### config.mk
export PLATFORM = sky130hd
export DESIGN_NAME = xorshift32_rewind_flat
export DESIGN_NICKNAME = d
export VERILOG_FILES = /design/src/rtl/xorshift32_pkg.sv /design/src/rtl/xorshift32_rewind_if.sv /design/src/rtl/xorshift32_unshift_stage.sv /design/src/rtl/xorshift32_rewind.sv /design/src/flat_wrapper.sv
export SDC_FILE = /design/constraint.sdc
export NUM_CORES = 1
export LEC_CHECK = 0
export BUFFER_PORTS_ARGS = -buffer_cell sky130_fd_sc_hd__buf_2
export CAP_MARGIN = 20
export CELL_PAD_IN_SITES_DETAIL_PLACEMENT = 1
export CELL_PAD_IN_SITES_GLOBAL_PLACEMENT = 1
export CORE_UTILIZATION = 40
export CTS_CLUSTER_SIZE = 25
export DETAILED_ROUTE_END_ITERATION = 8
export PLACE_DENSITY = 0.77
export RECOVER_POWER = 100
export SLEW_MARGIN = 20
export SYNTH_ARGS = -nofsm -noshare
export SYNTH_HDL_FRONTEND = slang
export SYNTH_HIERARCHICAL = 1
export SYNTH_SLANG_ARGS = --single-unit
### constraint.sdc
create_clock -name clk -period 3.2 [get_ports clk]
set_clock_uncertainty 0.05 [all_clocks]
set_input_delay 0.64 -clock clk [delete_from_list [all_inputs] [get_ports clk]]
set_output_delay 0.64 -clock clk [all_outputs]
set_load 0.005 [all_outputs]
### src/rtl/xorshift32_pkg.sv
// Shared definitions for the xorshift32 (13/17/5) generator and its rewind companion.
package xorshift32_pkg;

    localparam logic [31:0] XS_SEED = 32'h1a2b3c4d;

    localparam int unsigned XS_A = 13;
    localparam int unsigned XS_B = 17;
    localparam int unsigned XS_C = 5;

    typedef enum logic [1:0] {
        IDLE,
        UNDO5,
        UNDO17,
        UNDO13
    } xs_fsm_t;

    // One forward step of the generator.
    function automatic logic [31:0] xs_step(input logic [31:0] x);
        logic [31:0] t;
        t = x ^ (x << XS_A);
        t = t ^ (t >> XS_B);
        t = t ^ (t << XS_C);
        return t;
    endfunction

endpackage

### src/rtl/xorshift32_rewind_if.sv
// Request/status bundle between a requester and the xorshift32 rewind engine.
interface xorshift32_rewind_if #(
    parameter int unsigned CNT_W = 16
);
    logic             load;
    logic [31:0]      load_state;
    logic             req_valid;
    logic [CNT_W-1:0] req_steps;
    logic             req_ready;
    logic             busy;
    logic             done;
    logic [31:0]      state;

    modport master (
        output load, load_state, req_valid, req_steps,
        input  req_ready, busy, done, state
    );

    modport slave (
        input  load, load_state, req_valid, req_steps,
        output req_ready, busy, done, state
    );
endinterface

### src/rtl/xorshift32_unshift_stage.sv
// Single xor-shift term y ^ (y >> amt) or y ^ (y << amt); zero fill, 32-bit truncation.
module xorshift32_unshift_stage (
    input  logic [31:0] y_in,
    input  logic        dir,
    input  logic [4:0]  amt,
    output logic [31:0] y_out
);

    // dir=1 selects a right shift, dir=0 a left shift.
    always_comb begin
        y_out = y_in ^ (dir ? (y_in >> amt) : (y_in << amt));
    end

endmodule

### src/rtl/xorshift32_rewind.sv
// Walks the xorshift32 state back N steps, 6 cycles per step (undo <<5, >>17, <<13).
module xorshift32_rewind
    import xorshift32_pkg::*;
#(
    parameter logic [31:0] SEED  = XS_SEED,
    parameter int unsigned CNT_W = 16
) (
    input logic                 clk,
    input logic                 reset,
    xorshift32_rewind_if.slave  bus
);

    xs_fsm_t          fsm;
    xs_fsm_t          fsm_next;
    logic [1:0]       sub;
    logic [CNT_W-1:0] remaining;
    logic [31:0]      state_q;
    logic             done_q;

    logic             accept;
    logic             last_sub;
    logic             step_dir;
    logic [4:0]       step_amt;
    logic [31:0]      step_out;

    assign accept        = bus.req_valid && bus.req_ready;
    assign bus.req_ready = (fsm == IDLE) && !bus.load;
    assign bus.busy      = (fsm != IDLE);
    assign bus.done      = done_q;
    assign bus.state     = state_q;

    xorshift32_unshift_stage u_stage (
        .y_in  (state_q),
        .dir   (step_dir),
        .amt   (step_amt),
        .y_out (step_out)
    );

    // Phase register.
    always_ff @(posedge clk or posedge reset) begin
        if (reset) begin
            fsm <= IDLE;
        end else begin
            fsm <= fsm_next;
        end
    end

    // Phase sequencing: UNDO5 x3, UNDO17 x1, UNDO13 x2, repeated per step.
    always_comb begin
        fsm_next = fsm;
        case (fsm)
            IDLE:   if (accept && (bus.req_steps != '0)) fsm_next = UNDO5;
            UNDO5:  if (last_sub) fsm_next = UNDO17;
            UNDO17: fsm_next = UNDO13;
            UNDO13: if (last_sub) fsm_next = (remaining == CNT_W'(1)) ? IDLE : UNDO5;
            default: fsm_next = IDLE;
        endcase
    end

    // Shift selection per phase and sub-iteration; amounts double to invert y^=y<<s.
    always_comb begin
        step_dir = 1'b0;
        step_amt = '0;
        last_sub = 1'b0;
        case (fsm)
            UNDO5: begin
                case (sub)
                    2'd0:    step_amt = 5'(XS_C);
                    2'd1:    step_amt = 5'(2 * XS_C);
                    default: step_amt = 5'(4 * XS_C);
                endcase
                last_sub = (sub == 2'd2);
            end
            UNDO17: begin
                step_dir = 1'b1;
                step_amt = 5'(XS_B);
                last_sub = 1'b1;
            end
            UNDO13: begin
                step_amt = (sub == 2'd0) ? 5'(XS_A) : 5'(2 * XS_A);
                last_sub = (sub == 2'd1);
            end
            default: ;
        endcase
    end

    // State register and counters: load/capture while idle, one xor-shift per busy cycle.
    always_ff @(posedge clk or posedge reset) begin
        if (reset) begin
            state_q   <= SEED;
            sub       <= '0;
            remaining <= '0;
        end else if (fsm == IDLE) begin
            sub <= '0;
            if (bus.load) begin
                state_q <= bus.load_state;
            end else if (accept) begin
                remaining <= bus.req_steps;
            end
        end else begin
            state_q <= step_out;
            sub     <= last_sub ? 2'd0 : sub + 2'd1;
            if ((fsm == UNDO13) && last_sub) begin
                remaining <= remaining - CNT_W'(1);
            end
        end
    end

    // Completion pulse: zero-step acceptance or the final UNDO13 sub-iteration.
    always_ff @(posedge clk or posedge reset) begin
        if (reset) begin
            done_q <= 1'b0;
        end else begin
            done_q <= (accept && (bus.req_steps == '0)) ||
                      ((fsm == UNDO13) && last_sub && (remaining == CNT_W'(1)));
        end
    end

endmodule

### src/flat_wrapper.sv
// flat-port wrapper written by rule: the top's interface ports become plain ports
module xorshift32_rewind_flat import xorshift32_pkg::*;
#(
    parameter logic [31:0] SEED  = XS_SEED,
    parameter int unsigned CNT_W = 16
)
  (clk, reset, bus_load, bus_load_state, bus_req_valid, bus_req_steps, bus_req_ready, bus_busy, bus_done, bus_state);
  xorshift32_rewind_if #(.CNT_W(CNT_W)) bus_i ();
  input logic clk;
  input logic reset;
  input wire logic [$bits(bus_i.load)-1:0] bus_load;
  input wire logic [$bits(bus_i.load_state)-1:0] bus_load_state;
  input wire logic [$bits(bus_i.req_valid)-1:0] bus_req_valid;
  input wire logic [$bits(bus_i.req_steps)-1:0] bus_req_steps;
  output wire logic [$bits(bus_i.req_ready)-1:0] bus_req_ready;
  output wire logic [$bits(bus_i.busy)-1:0] bus_busy;
  output wire logic [$bits(bus_i.done)-1:0] bus_done;
  output wire logic [$bits(bus_i.state)-1:0] bus_state;
  assign bus_i.load = bus_load;
  assign bus_i.load_state = bus_load_state;
  assign bus_i.req_valid = bus_req_valid;
  assign bus_i.req_steps = bus_req_steps;
  assign bus_req_ready = bus_i.req_ready;
  assign bus_busy = bus_i.busy;
  assign bus_done = bus_i.done;
  assign bus_state = bus_i.state;
  xorshift32_rewind #(.SEED(SEED), .CNT_W(CNT_W)) u_core (.clk(clk), .reset(reset), .bus(bus_i));
endmodule
[Word level (Yosys, flattened, before mapping)]
Index checks and enable logic that the tools add are counted.
Storage, ports and cells
  output and inout port bits: 35
  bits of input ports: 52
  logic and storage cells: 57
  register bits after elaboration: 53
Cells by class
  bitwise gates (word level): 1
  multiplexer cells: 19
  add/sub/neg operators: 2
  equal/unequal tests: 12
  shift-type cells: 2
  reductions and logical operators: 16
Operators with widths (number)
  two-way mux 32 bit: 3
  two-way mux 16 bit: 4
  << shifter 32 x 5 -> 32 bit: 1
  right shift 32 x 5 -> 32 bit: 1
  bitwise XOR 32 bit: 1
  equality test 16 x 1 -> 1 bit (second input constant): 1
  logical NOT 16 bit: 1
  nonzero test 16 bit: 1
  subtractor 16 x 1 -> 16 bit (second input constant): 1
  case mux 5 bit (3 select lines): 1
  two-way mux 2 bit: 5
  case mux 5 bit (2 select lines): 1
  case mux 2 bit (4 select lines): 1
  equality test 2 bit (second input constant): 3
  logical AND 1 bit: 6
  inequality test 2 x 1 -> 1 bit (second input constant): 3
  inequality test 2 bit (second input constant): 3
  AND reduction 3 bit: 2
  two-way mux 5 bit: 1
  equality test 2 x 1 -> 1 bit (second input constant): 2
  logical NOT 2 bit: 2
  nonzero test 2 bit: 2
  case mux 1 bit (3 select lines): 1
  adder 2 x 1 -> 2 bit (second input constant): 1
  3 further kinds: 4

[Depth between registers and ports, before layout]
  depth after elaboration: 7
  depth in mapped cells: 18

[By module]
Netlist, hierarchy kept.
Modules (own cells, without submodules)
  xorshift32_unshift_stage: times used 1, cells each 518, area an instance 4201.5 µm², sequential area each 0.0 µm²
  xorshift32_rewind: times used 1, cells each 323, area an instance 3070.4 µm², sequential area each 1345.0 µm²

[Worst setup path before layout]
No wires, ideal clock.
  path kind: register to register
  from: register u_core.fsm[0]
  to: register u_core.state_q[17], in the netlist u_core/bus.state[17]
  path buffers: 4
  clock period less this slack: 3.324 ns
  arrival time: 3.201 ns
  data required time: 3.077 ns
  stages on the path, launching flop included: 16
  path slack: -0.124 ns
  cell sequence: dfrtp_1 inv_1 ha_1 buf_6 clkbuf_1 clkbuf_1 a21oi_1 buf_6 mux4_2 a222oi_1 o221ai_1 a311o_1 o21ai_2 xnor2_1 nor2_1 a21oi_1
On the way
  word-level cells in the longest chain between the ends: 6
Ends and longest elaborated chain
  start, declared: line xorshift32_rewind.sv:13  | xs_fsm_t fsm;
  start signal, assigned: line xorshift32_rewind.sv:44  | fsm <= fsm_next;
  equality test 2 bit / equality test 2 x 1 -> 1 bit (equally long branches): line xorshift32_rewind.sv:65  | case (fsm)
  case mux 5 bit (3 select lines) (*): line xorshift32_rewind.sv:65
  named net u_core.step_amt[1]: line xorshift32_rewind.sv:23  | logic [4:0] step_amt;
  << shifter 32 x 5 -> 32 bit / right shift 32 x 5 -> 32 bit (equally long branches): line xorshift32_unshift_stage.sv:11  | y_out = y_in ^ (dir ? (y_in >> amt) : (y_in << amt));
  two-way mux 32 bit (*): line xorshift32_unshift_stage.sv:11
  bitwise XOR 32 bit (*): line xorshift32_unshift_stage.sv:11
  named net u_core.step_out[17]: line xorshift32_rewind.sv:24  | logic [31:0] step_out;
  two-way mux 32 bit (*): line xorshift32_rewind.sv:93  | end else if (fsm == IDLE) begin
  end signal, assigned: line xorshift32_rewind.sv:96  | state_q <= bus.load_state;
  end signal, assigned: line xorshift32_rewind.sv:101  | state_q <= step_out;
  end, declared: line xorshift32_rewind.sv:17  | logic [31:0] state_q;
The timed path passes the listed nets; every way through them passes the cells marked *.
A chain may end at the register's enable or synchronous reset.

[Worst setup path after layout]
  from: register u_core.fsm[1]
  to: register u_core.state_q[21], in the netlist u_core/bus.state[21]
Same word-level chain as after synthesis.

==> metrics.md <==
| Metric | Value |
|---|---|
| Clk sink count | 53 |
| Die Height | 136.8 um |
| Critical Path Source | u_core/fsm[1] |
| Initial antenna violation count | 1 |
| 1st-iter DRT viols | 1,254 |
| Clk slew on worst S/H paths | 80 ps |
| Clock power share | 45.7% |
| Most frequent cells in the layout | 182 x buf_4, 82 x mux2i_1, 80 x buf_2 |
| Post-synthesis sequential area ratio | 18.50% |
| Clk buf depth | 2 |
| Largest net degree at the start of global routing | 54 |
| Detail Route Antenna Nets | 0 |
| NetSw | 0.0003664 W |
| Number of remaining DRC errors | 0 |
| Worst setup SP type | flop |
| Slew at the pin closest to its max-slew limit | around 1500 ps |
| Worst r2r dst | u_core/bus.state[21] |
| Pint | between 0.001 and 0.0015 W |
| Hold Path Sink | u_core/remaining[6] |
| Die ar. | 18,720 um^2 |
| Reg2Reg Launch Point | u_core/fsm[1] |
| Overall Power | 0.001394 W |
| Required @ worst endpoint | 3400 ps |
| Post-route non-filler standard cell count | 1,291 |
| Filler cell count in the final layout | 2,004 |
| Static Leak | 4.551 nW |
| Layout cells sized above 1 | 49.06% |
| Core area | 17,540 um^2 |
| Period utilization | 104.8% |
| Outcome | finished, violations left |
| First-pass GRT wire length | 53,580 um |
| Critical path endpoint category | flop |
| Post-Syn Area | 7272 um^2 |
| WHS | between 500 and 600 ps |
| RSZ-0062 raised after global routing | yes |
| Number of synthesized flops with an enable pin | 0 |
| Comb pwr share | 6.2% |
| # nets final | 1,128 |
| Synth cell types | 76 |
| Crit Path Max Fanout | 6 |
| WL final | 39,190 um |
| CTS Hold Bufs | 0 |
| Min-delay src | bus_req_steps[6] |
| Sequential share of power | 48.1% |
| Via count | 9,000 |
| Final min period | approximately 3400 ps |
| Final Core Density | about three fifths |
| I/O pin total | 87 |
| Layout Area Growth over Synthesis | 43.84% |
| Max IR drop VDD | between 0.15 and 0.2 mV |
| Worst-Skew Late Latency | 330 ps |
| TritonRoute pass-1 iters | 7 |
| Commonest non-fill, non-tap cell in the layout | buf_4 |
| Post-synthesis register bit count | between 50 and 60 |
| N_diodes | 0 |
| Starting utilization of the core area | 41.47% |
| Max cap viols | 1 |
| Tightest Hold Check Type | in2reg |
| Hold-critical path depth | 3 |
| Syn Area/Cell | 8.647 um^2 |
| Area of the multi-input gates | 6126 um^2 |
| Register area | 1348 um^2 |
| Yosys warning count | 6 |
| Max Fclk | a little under 300 MHz |
| Failing checks | capacitance limit, slew limit, setup timing |
| Routability cong. | 1.062 |
| Setup violators final | 21 |
| GRT Total Usage | 39.13% |
| Fraction of registers with async set/reset | 100.0% |
| CTS Buf Count | 5 |
| Num rows | between 40 and 50 |
| Routed vias/inst | between 6 and 7 |
| WL/cell | 30.36 um |
| Post-route setup TNS | -1612 ps |
| Crit path kind | reg2reg |
| CTS tree | yes |
| Data arrival, critical path | 3550 ps |
| Number of global-route vias before repair | between 8,000 and 9,000 |
| Max Slew Vio Count | 54 |
| Power per Cell Area | 133.3 nW/um^2 |
| GRT overflow | 0 |
| Buffers on Ports | 86 |
| Mapped Nets | 904 |
| DP Wirelength | 25,930 um |
| Synth Instances | 841 |
| Final Hold Vio Count | 0 |
| Sw frac | 26.28% |
| Rel. slew slack | -2.741% |
| Top_reg_cell synth | dfrtp_1 |
| Dpl cells | about 1,200 |
| Root Buffer | clkbuf_16 |
| R2R cell count | 16 |
| CTS H-tree depth | 2 |
| Final WS setup | -153.1 ps |
| FF-to-FF setup slack | -150 ps |
| Chip Width | approximately 140 um |
layout make-up:
| type | instances | area share (%) |
|---|---|---|
| multi-input combinational | 674 | 58.56 |
| timing repair buffer | 313 | 23.67 |
| sequential | 53 | 12.88 |
| clock inverter | 2 | 0.1675 |
| inverter | 18 | 0.6938 |
| clock buffer | 6 | 1.328 |
| tap | 225 | 2.691 |
power groups by stage:
| stage | clock, W | sequential [W] | combinational [W] |
|---|---|---|---|
| 6_report | 0.000637 | 0.000670 | 0.0000863 |
| 5_1_grt | 0.000663 | 0.000670 | 0.0000957 |
| 4_1_cts | 0.000642 | 0.000670 | 0.0000885 |
| 3_5_place_dp | 0 | 0.000683 | 0.0000881 |
| 3_3_place_gp | 0 | 0.000683 | 0.0000860 |
| 2_1_floorplan | 0 | 0.000683 | 0.0000398 |
critical path, cell delays in order, from the launching register on:
cell	delay, ps
dfrtp_2	440
inv_4	60
buf_6	120
ha_4	190
buf_4	160
a21oi_4	200
buf_12	170
buf_8	150
mux2_4	310
a222oi_1	360
buf_4	200
buf_4	100
o22ai_1	90
a221oi_2	280
xnor2_1	180
nor2_1	60
a21oi_1	150
per-stage QoR:
stage | cell area (um^2) | worst slack [ps]
after global placement | 9067 | -239.5
final | 10460 | -153.1
after floorplan | 7284 | 27.71
after CTS | 9876 | -57.44
after global routing | 10460 | -240.0
after detailed placement | 9067 | -301.7
worst max path at each step:
| stage | endpoint | slack (ps) | cells after the start |
|---|---|---|---|
| final | u_core/bus.state[21] | -150 | 16 |
| after global routing | u_core/bus.state[4] | -240 | 17 |
| after CTS | u_core/bus.state[25] | -60 | 14 |
| after detailed placement | u_core/bus.state[9] | -300 | 15 |
| after global placement | u_core/bus.state[25] | -240 | 15 |
| after floorplan | u_core/bus.state[7] | 30 | 16 |
cells in the mapped netlist (6+ instances only):
master	number	area, um^2
mux2i_1	99	991.0
nor2_1	77	289.0
a21oi_1	72	360.4
nand2_1	56	210.2
clkbuf_1	44	165.2
mux4_2	40	900.9
dfrtp_1	38	950.9
o21ai_0	29	145.1
buf_2	27	135.1
o22ai_1	23	143.9
xnor2_1	21	183.9
mux2_2	18	202.7
inv_1	16	60.06
a221oi_1	15	131.4
dfstp_2	15	394.1
nor3_1	15	75.07
a211oi_1	14	105.1
nand3_1	13	65.06
a22oi_1	11	82.58
buf_1	11	41.29
ha_1	11	137.6
nor2b_1	11	68.82
xor2_1	11	96.34
and3_1	9	56.30
nand2b_1	9	56.30
a31oi_1	7	43.79
and2_1	7	43.79
buf_4	7	52.55
o32ai_1	7	61.31
mux4_1	6	157.7
nand4_1	6	37.54
o221ai_1	6	52.55
flip-flops by register name, indices dropped and copies added, names as in the netlist:
| signal | count |
|---|---|
| u_core/fsm | 2 |
| u_core/remaining | 16 |
| u_core/sub | 2 |
| u_core/bus.done | 1 |
| u_core/bus.state | 32 |
per-layer routing:
metal,vias up,share of wire [%],global-route usage (%)
li1,3654,-,-
met1,4453,37,50.73
met2,671,44,60.60
met3,218,11,8.481
met4,4,7.5,21.18
met5,-,0.13,0
cell families after synthesis:
kind of cell,after synthesis,synth area share (%)
multiplexers,163,30.97
adder cells (fa/ha/maj),11,1.893
flip-flops,53,18.50
AND/OR/NAND/NOR,240,16.60
buffers and inverters,114,7.261
AO/OA/AOI/OAI,228,20.92
XOR/XNOR,32,3.854
timing repair:
item | CTS | global route
setup endpoints to repair | 30 | 32
cloned | 2 | 1
pin swaps | 17 | 40
gates resized for setup | 92 | 108
setup buffers | 24 | 18
Power figures use the tool's default switching activity.
